===== config.mk =====
export PLATFORM = sky130hd
export DESIGN_NAME = uart_tx_sched
export DESIGN_NICKNAME = d
export VERILOG_FILES = /design/src/rtl/uart_tx_sched.sv
export SDC_FILE = /design/constraint.sdc
export NUM_CORES = 1
export LEC_CHECK = 0
export ABC_AREA = 1
export CORE_MARGIN = 2
export CORE_UTILIZATION = 52
export CTS_CLUSTER_DIAMETER = 30
export CTS_CLUSTER_SIZE = 14
export DETAILED_ROUTE_END_ITERATION = 12
export PLACE_DENSITY = 0.85
export SLEW_MARGIN = 20
export SYNTH_ARGS = -nofsm -noshare
export SYNTH_HDL_FRONTEND = slang
export SYNTH_SLANG_ARGS = --single-unit

===== constraint.sdc =====
create_clock -name clk -period 4.18 [get_ports clk]
set_input_delay 0.627 -clock clk [delete_from_list [all_inputs] [get_ports clk]]
set_output_delay 0.627 -clock clk [all_outputs]
set_load 0.1 [all_outputs]

===== src/rtl/uart_tx_sched.sv =====
// uart_tx_sched: round-robin scheduler sharing one UART transmitter, with NAK re-send and ACK timeout
module uart_tx_sched #(
   parameter int N_REQ     = 4,
   parameter int MAX_RETRY = 3,
   parameter int ACK_WIN   = 64
) (
   input  logic               clk,
   input  logic               areset_n,
   input  logic [N_REQ-1:0]   req,
   input  logic [8*N_REQ-1:0] req_data,
   input  logic [N_REQ-1:0]   req_par,
   output logic [N_REQ-1:0]   ack,
   output logic [7:0]         tx_data,
   output logic               tx_empty,
   output logic               tx_strt,
   output logic               tx_par,
   output logic               tx_fb,
   input  logic               tx_rd,
   input  logic               tx_busy,
   input  logic               rx_ack,
   input  logic               rx_nak,
   output logic               done,
   output logic               err,
   output logic [1:0]         err_code,
   output logic [2:0]         src_id
);
   typedef enum logic [2:0] {IDLE, ARM, SEND, CHECK, RETRY} state_t;
   state_t state, state_d;
   logic [2:0] last_gnt, last_gnt_d, gnt, src_id_d;
   logic [3:0] retry_cnt, retry_cnt_d;
   logic [7:0] timer, timer_d, sel_data, tx_data_d;
   logic [N_REQ-1:0] ack_d;
   logic [1:0] err_code_d;
   logic busy_q, any_req, sel_par, tx_empty_d, tx_strt_d, tx_par_d, tx_fb_d, done_d, err_d;
   // lowest requester overall is the wrap-around choice; lowest above last_gnt overrides it
   always_comb begin
      gnt = '0;
      sel_data = '0;
      sel_par = 1'b0;
      any_req = 1'b0;
      for (int i = N_REQ - 1; i >= 0; i--)
         if (req[i]) begin
            gnt = 3'(i);
            sel_data = req_data[8*i +: 8];
            sel_par = req_par[i];
            any_req = 1'b1;
         end
      for (int i = N_REQ - 1; i >= 0; i--)
         if (req[i] && 3'(i) > last_gnt) begin
            gnt = 3'(i);
            sel_data = req_data[8*i +: 8];
            sel_par = req_par[i];
         end
   end
   always_comb begin
      state_d = state;
      last_gnt_d = last_gnt;
      retry_cnt_d = retry_cnt;
      timer_d = timer;
      tx_data_d = tx_data;
      tx_par_d = tx_par;
      tx_empty_d = tx_empty;
      tx_strt_d = tx_strt;
      tx_fb_d = tx_fb;
      ack_d = '0;
      done_d = 1'b0;
      err_d = 1'b0;
      err_code_d = err_code;
      src_id_d = src_id;
      case (state)
         IDLE:
            if (any_req) begin
               state_d = ARM;
               last_gnt_d = gnt;
               retry_cnt_d = '0;
               tx_data_d = sel_data;
               tx_par_d = sel_par;
               tx_empty_d = 1'b0;
               tx_strt_d = 1'b1;
               ack_d = {{(N_REQ-1){1'b0}}, 1'b1} << gnt;
               src_id_d = gnt;
            end
         ARM:
            if (tx_rd) begin
               tx_strt_d = 1'b0;
               tx_empty_d = 1'b1;
               state_d = SEND;
            end
         SEND:
            if (busy_q && !tx_busy) begin
               timer_d = 8'(ACK_WIN);
               state_d = CHECK;
            end
         CHECK: begin
            timer_d = timer - 8'd1;
            if (rx_nak && retry_cnt < 4'(MAX_RETRY)) begin
               retry_cnt_d = retry_cnt + 4'd1;
               tx_fb_d = 1'b1;
               state_d = RETRY;
            end else if (rx_nak || (!rx_ack && timer == 8'd1)) begin
               err_d = 1'b1;
               err_code_d = rx_nak ? 2'b01 : 2'b10;
               state_d = IDLE;
            end else if (rx_ack) begin
               done_d = 1'b1;
               state_d = IDLE;
            end
         end
         RETRY:
            if (!busy_q && tx_busy) begin
               tx_fb_d = 1'b0;
               state_d = SEND;
            end
         default: state_d = IDLE;
      endcase
   end
   always_ff @(posedge clk or negedge areset_n)
      if (!areset_n) begin
         state <= IDLE;
         last_gnt <= 3'(N_REQ - 1);
         retry_cnt <= '0;
         timer <= '0;
         busy_q <= 1'b0;
         tx_data <= '0;
         tx_par <= 1'b0;
         tx_empty <= 1'b1;
         tx_strt <= 1'b0;
         tx_fb <= 1'b0;
         ack <= '0;
         done <= 1'b0;
         err <= 1'b0;
         err_code <= '0;
         src_id <= '0;
      end else begin
         state <= state_d;
         last_gnt <= last_gnt_d;
         retry_cnt <= retry_cnt_d;
         timer <= timer_d;
         busy_q <= tx_busy;
         tx_data <= tx_data_d;
         tx_par <= tx_par_d;
         tx_empty <= tx_empty_d;
         tx_strt <= tx_strt_d;
         tx_fb <= tx_fb_d;
         ack <= ack_d;
         done <= done_d;
         err <= err_d;
         err_code <= err_code_d;
         src_id <= src_id_d;
      end
endmodule


## Yosys cells after proc, flatten, opt, wreduce, memory -nomap -nowiden

Index checks and enable logic that the tools add are counted.

- Input port bits: 46
- Word-level logic and storage cells: 119
- Register bits: 42
- Output and inout port bits: 23

- Order comparisons: 5
- Shifts and indexed selects: 1
- Equality and inequality tests: 11
- Bitwise gates (word level): 1
- Add/subtract/negate cells: 2
- Multiplexer cells: 60
- Reductions and logical operators: 24

Operators with widths:

| operator | count |
|---|---|
| $mux W8 | 9 |
| $mux W3 | 13 |
| $mux W1 | 25 |
| $mux W4 | 4 |
| $pmux W8 S2 | 1 |
| $pmux W3 S5 | 1 |
| $reduce_and A3 Y1 | 4 |
| $ne A2 B2 Y1 const B | 5 |
| $eq A8 B1 Y1 const B | 1 |
| $logic_and A1 B1 Y1 | 8 |
| $pmux W4 S2 | 1 |
| $reduce_bool A2 Y1 | 4 |
| $sub A8 B1 Y8 const B | 1 |
| $eq A3 B2 Y1 const B | 2 |
| $gt A1 B3 Y1 const A | 2 |
| $gt A2 B3 Y1 const A | 2 |
| $mux W2 | 3 |
| $pmux W1 S2 | 3 |
| $reduce_and A5 Y1 | 1 |
| $add A4 B1 Y4 const B | 1 |
| $lt A4 B2 Y1 const B | 1 |
| $ne A4 B4 Y1 const B | 1 |
| $reduce_and A2 Y1 | 2 |
| $shl A1 B3 Y4 const A | 1 |
| 6 further kinds | 8 |

## Logic depth before layout (Yosys ltp)

Gate-level depths: netlist of run 1.

- Depth in word-level cells: 11
- Gate-level depth with buffers: 11
- Gate-level depth less buffers: 11

## Worst setup path after synthesis of run 1

OpenSTA, ideal clock, no wires.

- Kind: register -> output
- Start: register err_code[0]
- End: output port err_code[0]
- Arrival time: 898 ps
- Data required time: 3553 ps
- Setup slack: 2655 ps
- Path buffers: 0
- Cell stages (with the launch flop): 1
- Cell sequence: dfrtp_1

RTL lines:

| what | line | text |
|---|---|---|
| start: declaration | 24 | `output logic [1:0] err_code,` |
| start signal: assignment | 148 | `err_code <= err_code_d;` |

No word-level cell between the ends.

## Worst setup path after layout of run 1

- Start: register tx_empty
- End: output port tx_empty

RTL lines:

| what | line | text |
|---|---|---|
| start: declaration | 14 | `output logic tx_empty,` |
| start signal: assignment | 142 | `tx_empty <= tx_empty_d;` |

No word-level cell between the ends.

==> results of run 1 <==
-- layout by cell type, fill, tap and decap left out, drive strengths merged --
cell / netlist / layout
a21oi: 13 / 13
a31oi: 2 / 2
and3: 1 / 1
buf: 9 / 1
bufinv: 0 / 1
clkbuf: 3 / 6
clkdlybuf4s50: 0 / 66
clkinv: 1 / 2
conb: 1 / 1
dfrtp: 37 / 37
dfstp: 3 / 3
ha: 3 / 3
inv: 45 / 45
mux2i: 2 / 2
nand2: 151 / 151
nand3: 19 / 19
nand4: 1 / 1
nor2: 44 / 44
nor3: 4 / 4
o2111ai: 1 / 1
o21a: 1 / 1
o21ai: 27 / 27
o22ai: 1 / 1
o31ai: 1 / 1
or2: 8 / 8
-- state kept, by name (all words and copies together), names as in the netlist --
name,flops
ack,4
timer,8
tx_strt,1
err,1
state,3
last_gnt,2
tx_data,8
tx_empty,1
src_id,2
tx_fb,1
busy_q,1
err_code,2
done,1
tx_par,1
retry_cnt,4
-- per-layer routing --
layer  vias to the layer above  share of wire, %  track usage, %
li1                       1290                 -               -
met1                      1152                44            34.0
met2                        90                47            42.7
met3                        15               6.4            3.84
met4                         0               2.3            10.1
met5                         -                 0               0
-- cells by family after synthesis --
group / share of synthesized area (%)
flip-flops: 39.8
multiplexers: 0.794
other: 0.149
AND/OR/NAND/NOR: 37.5
AO/OA/AOI/OAI: 10.1
adder cells (fa/ha/maj): 1.49
buffers and inverters: 10.2
-- layout make-up --
class | instances | area, um2
repair buffers | 67 | 666
clock inverters | 2 | 38.8
flip-flops and latches | 40 | 1000
fillers | 395 | 1400
multi-input cells | 280 | 1260
inverters | 46 | 173
clock buffers | 6 | 82.6
well taps | 54 | 67.6
-- final timing paths --
check,start,endpoint,cells past startpoint
hold reg to reg,tx_empty,tx_empty,2
hold / removal,areset_n,tx_fb,1
min in group clk,tx_empty,tx_empty,2
max in group asynchronous,areset_n,ack[2],1
setup / recovery,tx_empty,tx_empty,1
setup reg to reg,last_gnt[1],tx_data[6],7
-- Yosys cell counts (all sizes together) --
library cell,number
dfrtp,37
a21oi,13
inv,45
nor3,4
nand4,1
nand3,19
o21a,1
and3,1
a31oi,2
mux2i,2
clkbuf,3
o31ai,1
o22ai,1
buf,9
ha,3
conb,1
or2,8
nand2,151
nor2,44
clkinv,1
o21ai,27
dfstp,3
o2111ai,1
-- report_power, final --
part           switching, uW  internal (uW)
logic                   1170            412
registers                109            557
clock network            141            195
-- stage by stage --
stage / hold WS (ns) / util [%]
6_report: 0.445 / 70.2
5_1_grt: 0.501 / 70.2
4_1_cts: 0.469 / 70.2
3_5_place_dp: 0.461 / 67.6
3_3_place_gp: 0.457 / 67.6
2_1_floorplan: 0.331 / -
==> out/metrics.cfg, run 1 <==
[timing]
achievable_clock_frequency_mhz=387
setup-tns-final_ns=0
relative_max_transition_margin_pct=34.5
min_period_over_period_pct=61.9
tightestPinTransition_ns=0.979
drv_slew=0
maximum_clock_skew_at_final_layout_ns=0.00584
worst_slack_ns=1.59
rsz0062_at_grt=no
finalHoldViolations=0
setup_violations=0
final_period_minus_worst_setup_slack_ns=2.59

[global_route]
grt_antenna_before_repair=0
global_route_wire_length_before_repair_mm=10.7
first_global_vias=2384
total_overflow_reported_by_the_global_router=0
grt_max_degree=41
grt_use_total_pct=25.8

[drt]
vias_per_cell=5.15
final_antenna_net_count=0
wl_per_cell_um=13.2
routed_wirelength_mm=6.54
drtPass1Iterations=4
drt_first_iter_violations=244
via_count=2547
route.detailed.drc=0

[finish]
drive_above_1_share_pct=7.26
post_layout_nonfiller_instances=495
final_area_um2=3290
insertedDiodeCount=0
design.final.nets=489
synthToLayoutAreaGrowth_pct=30.5

[setup_path]
rrSetupSlack_ns=2.30
cp_cell_sequence=clkdlybuf4s50_1
endpoint_kind=primary output
worst-endpoint-arrival_ns=1.96
cp_slowest_cell=sky130_fd_sc_hd__clkdlybuf4s50_1
critPathRequiredTime_ns=3.55
timing.setup.critical_path_class=reg -> out
critical_path.n_buffers_inverters=1
worst_path_dominant_cell_family=buffers and inverters
start_kind=flip-flop
critical-path-max-stage-delay_ns=1.13
critical_path.max_fanout=2

[clock_network]
post_cts_buffers=0
cts_tree=yes
clock_path_buffers=2
post_cts_resized=0
cts-root-buf=sky130_fd_sc_hd__clkbuf_8
cts-hold-fix-buffers=0
numCtsBuffers=5
cts_htree_levels=2
cts.sinks=40
skew_pair_late_insertion_delay_ns=0.30
clk_pin_slew_ns=0.08

[yosys]
ys_top_cells_by_area=sky130_fd_sc_hd__dfrtp_1 37%, sky130_fd_sc_hd__nand2_1 22%, sky130_fd_sc_hd__inv_1 6.4%
yosys.area.top_type=sky130_fd_sc_hd__dfrtp_1
ys_ff_latch=40
yosys.area.top_type_share_pct=36.7
synth_warnings=0
synth.net_count=427
post_synth_num_cell_types=33
synth_sequential_area_ratio_pct=39.8
synth_cells=378
post_synthesis_area_per_instance_um2=6.67
syn-cell-area_um2=2520

[floorplanning]
floorplan.core_area_um2=4690
dieHeight_um=73.6
die_width_um=73.6
die-area_um2=5420
num_rows=25
initial_core_utilization_pct=53.8
number_of_top_level_design_ports=69

[pwr]
p_leak_uw=0.00172
p_total_uw=2580
pwr_density_cell_nw_per_um2=785
power.ir.vdd_worst_mv=0.690

[run]
max_cap_violations=0

[place]
port_buffers=67
placed_cells_incl_taps=487
place_ws_ns=1.30
globalplace.congestion=0.938
placedInstanceArea_um2=3170
hpwl_mm=4.68

[run_status]
run_status=finished clean

[hold_path]
worst_hold_path_type=in -> async

No activity file was read; power rests on OpenSTA's default activity.
==> inputs of run 2 (changes only) <==
--- a/config.mk
+++ b/config.mk
@@ -7,11 +7,11 @@
 export LEC_CHECK = 0
 export ABC_AREA = 1
 export CORE_MARGIN = 2
-export CORE_UTILIZATION = 52
+export CORE_UTILIZATION = 44
 export CTS_CLUSTER_DIAMETER = 30
 export CTS_CLUSTER_SIZE = 14
 export DETAILED_ROUTE_END_ITERATION = 12
-export PLACE_DENSITY = 0.85
+export PLACE_DENSITY = 0.77
 export SLEW_MARGIN = 20
 export SYNTH_ARGS = -nofsm -noshare
 export SYNTH_HDL_FRONTEND = slang
==> constraint.sdc (replaced) <==
create_clock -name clk -period 2.2 [get_ports clk]
set_input_delay 0.33 -clock clk [delete_from_list [all_inputs] [get_ports clk]]
set_output_delay 0.33 -clock clk [all_outputs]
set_load 0.1 [all_outputs]
==> run 2 against run 1 <==
Against the previous run:
- clock skew is 0.0037 ns higher
- hold slack got worse by 0.051 ns
- design area grew 1.1%
- utilization decreased by 9.7 points
- first-iteration DRC count down 47%
- power increased by 88%
- via count up 3.1%
- setup slack worse by 1.1 ns
- flip-flop and latch count did not move
==> out/metrics.cfg, run 2 (synthesized netlist as in run 1, its figures left out) <==
[clock_network]
post_cts_resized=0  ; unchanged
numCtsBuffers=5  ; unchanged
clock_path_buffers=2  ; unchanged
post_cts_buffers=0  ; unchanged
cts_htree_levels=2  ; unchanged
skew_pair_late_insertion_delay_ns=0.29  ; about the same
clk_pin_slew_ns=0.08  ; about the same
cts.sinks=40  ; unchanged
cts_tree=yes
cts-root-buf=sky130_fd_sc_hd__clkbuf_8

[setup_path]
critical_path.max_fanout=18  ; +16
critPathRequiredTime_ns=2.39  ; -1.16 ns
endpoint_kind=flip-flop
rrSetupSlack_ns=0.48  ; -1.82 ns
timing.setup.critical_path_class=reg -> reg
worstReg2RegEnd=tx_data[7]
regToRegStartpoint=last_gnt[1]
start_kind=flip-flop
worst_r2r_path_depth=10  ; +3
worst-endpoint-arrival_ns=1.90  ; -0.06 ns

[timing]
achievable_clock_frequency_mhz=583
setup-tns-final_ns=0  ; unchanged
relative_max_transition_margin_pct=64.2  ; +30 points
maximum_clock_skew_at_final_layout_ns=0.00953  ; +0.00370 ns
rsz0062_at_grt=no
setup_violations=0  ; unchanged
min_period_over_period_pct=78.0
worst_slack_ns=0.484  ; -1.11 ns
final_period_minus_worst_setup_slack_ns=1.72
finalHoldViolations=0  ; unchanged
tightestPinTransition_ns=0.536  ; -0.443 ns
drv_slew=0  ; unchanged

[global_route]
first_global_vias=2420  ; +1.5%
grt_use_total_pct=21.3  ; -4.4 points
grt_antenna_before_repair=0  ; unchanged
grt_max_degree=22  ; -46%
global_route_wire_length_before_repair_mm=10.5  ; -1.9%
total_overflow_reported_by_the_global_router=0  ; unchanged

[run]
max_cap_violations=0  ; unchanged

[drt]
routed_wirelength_mm=6.67  ; +2.0%
route.detailed.drc=0  ; unchanged
via_count=2626  ; +3.1%
drt_first_iter_violations=129  ; -47%
wl_per_cell_um=12.8  ; -3.3%
drtPass1Iterations=4  ; unchanged
vias_per_cell=5.03  ; -2.2%
final_antenna_net_count=0  ; unchanged

[finish]
final_area_um2=3330  ; +1.1%
final_cell_mix=148 x sky130_fd_sc_hd__nand2_1, 44 x sky130_fd_sc_hd__clkdlybuf4s50_1, 43 x sky130_fd_sc_hd__inv_1, 39 x sky130_fd_sc_hd__nor2_1, 37 x sky130_fd_sc_hd__dfrtp_1
largest_regs=timer (8), tx_data (8)
design.final.nets=498  ; +1.8%
layout_commonest_cell=sky130_fd_sc_hd__nand2_1
multiInputGateArea_um2=1260  ; unchanged
insertedDiodeCount=0  ; unchanged
fill_cells=504  ; +28%
synthToLayoutAreaGrowth_pct=32.0
register_area_um2=1000  ; unchanged
post_layout_nonfiller_instances=522  ; +5.5%
drive_above_1_share_pct=13.8  ; +6.5 points

[floorplanning]
die-area_um2=6350  ; +17%
die_width_um=79.7  ; +8.2%
dieHeight_um=79.7  ; +8.2%
number_of_top_level_design_ports=69  ; unchanged
num_rows=27  ; +8.0%
initial_core_utilization_pct=45.8  ; -8.0 points
floorplan.core_area_um2=5510  ; +17%

[place]
placed_cells_incl_taps=513  ; +5.3%
globalplace.congestion=0.928  ; -1.0%
place_ws_ns=0.181  ; -1.12 ns
hpwl_mm=5.17  ; +11%
placedInstanceArea_um2=3200  ; +0.87%
port_buffers=67  ; unchanged

[hold_path]
worst_hold_path_type=in -> async

[pwr]
pwr_density_cell_nw_per_um2=1460  ; +86%
power.ir.vdd_worst_mv=1.24  ; +80%
p_total_uw=4870  ; +88%
p_leak_uw=0.00179  ; +4.1%

[run_status]
run_status=finished clean

run 2: changes by cell type in the layout (fill, tap and decap cells not counted):
cell / delta
sky130_fd_sc_hd__dlygate4sd3_1: +1
sky130_fd_sc_hd__clkdlybuf4s50_1: -22
sky130_fd_sc_hd__buf_4: +30
run 2: power breakdown:
group | switching (uW) | internal [uW]
logic | 2230 | 745
clock network | 261 | 371
registers | 202 | 1060
run 2: critical path, cell delays in order, from the launching register on:
cell and delay, ns:
sky130_fd_sc_hd__dfstp_2 0.55, sky130_fd_sc_hd__inv_1 0.07, sky130_fd_sc_hd__nand2_1 0.40, sky130_fd_sc_hd__buf_4 0.21, sky130_fd_sc_hd__nand2_1 0.05, sky130_fd_sc_hd__inv_1 0.08, sky130_fd_sc_hd__nand2_1 0.06, sky130_fd_sc_hd__nand2_1 0.05
sky130_fd_sc_hd__nand2_1 0.04, sky130_fd_sc_hd__nand2_1 0.05, sky130_fd_sc_hd__nand2_1 0.04
run 2: cell type report:
type                    instances  share of cell area, %
multi-input cells             280                   37.8
clock inverters                 2                   1.16
repair buffers                 76                   20.4
inverters                      46                   5.19
well taps                      72                   2.71
clock buffers                   6                   2.48
flip-flops and latches         40                   30.2
run 2: per-stage QoR:
step	hold slack, ns	utilization, %
CTS	0.376	60.5
floorplan	0.0344	-
global route	0.394	60.5
detailed placement	0.151	58.1
finish	0.393	60.5
global placement	0.154	58.1
run 2: how the worst max path moves through the flow:
stage                start         end  slack [ns]  cells after the start
2_1_floorplan  last_gnt[1]  tx_data[0]        0.87                     11
3_3_place_gp        req[2]  tx_data[4]        0.19                      8
3_5_place_dp        req[2]  tx_data[4]        0.18                      8
4_1_cts             req[2]  tx_data[6]        0.49                      8
5_1_grt             req[1]    state[1]        0.33                      9
6_report       last_gnt[1]  tx_data[7]        0.48                     10
run 2: per-layer routing:
metal  routed length, um  part of all wire [%]  GRT usage (%)
met5                   0                     0              0
met4                 135                   2.0           7.59
met3                 612                   9.2           4.07
met2                3240                    49           37.9
met1                2680                    40           25.6
run 2: repair_timing:
item / CTS / global route
endpoints found under the hold margin: 3 / 0
hold buffers: 1 / 0
setup endpoints to repair: 0 / 0
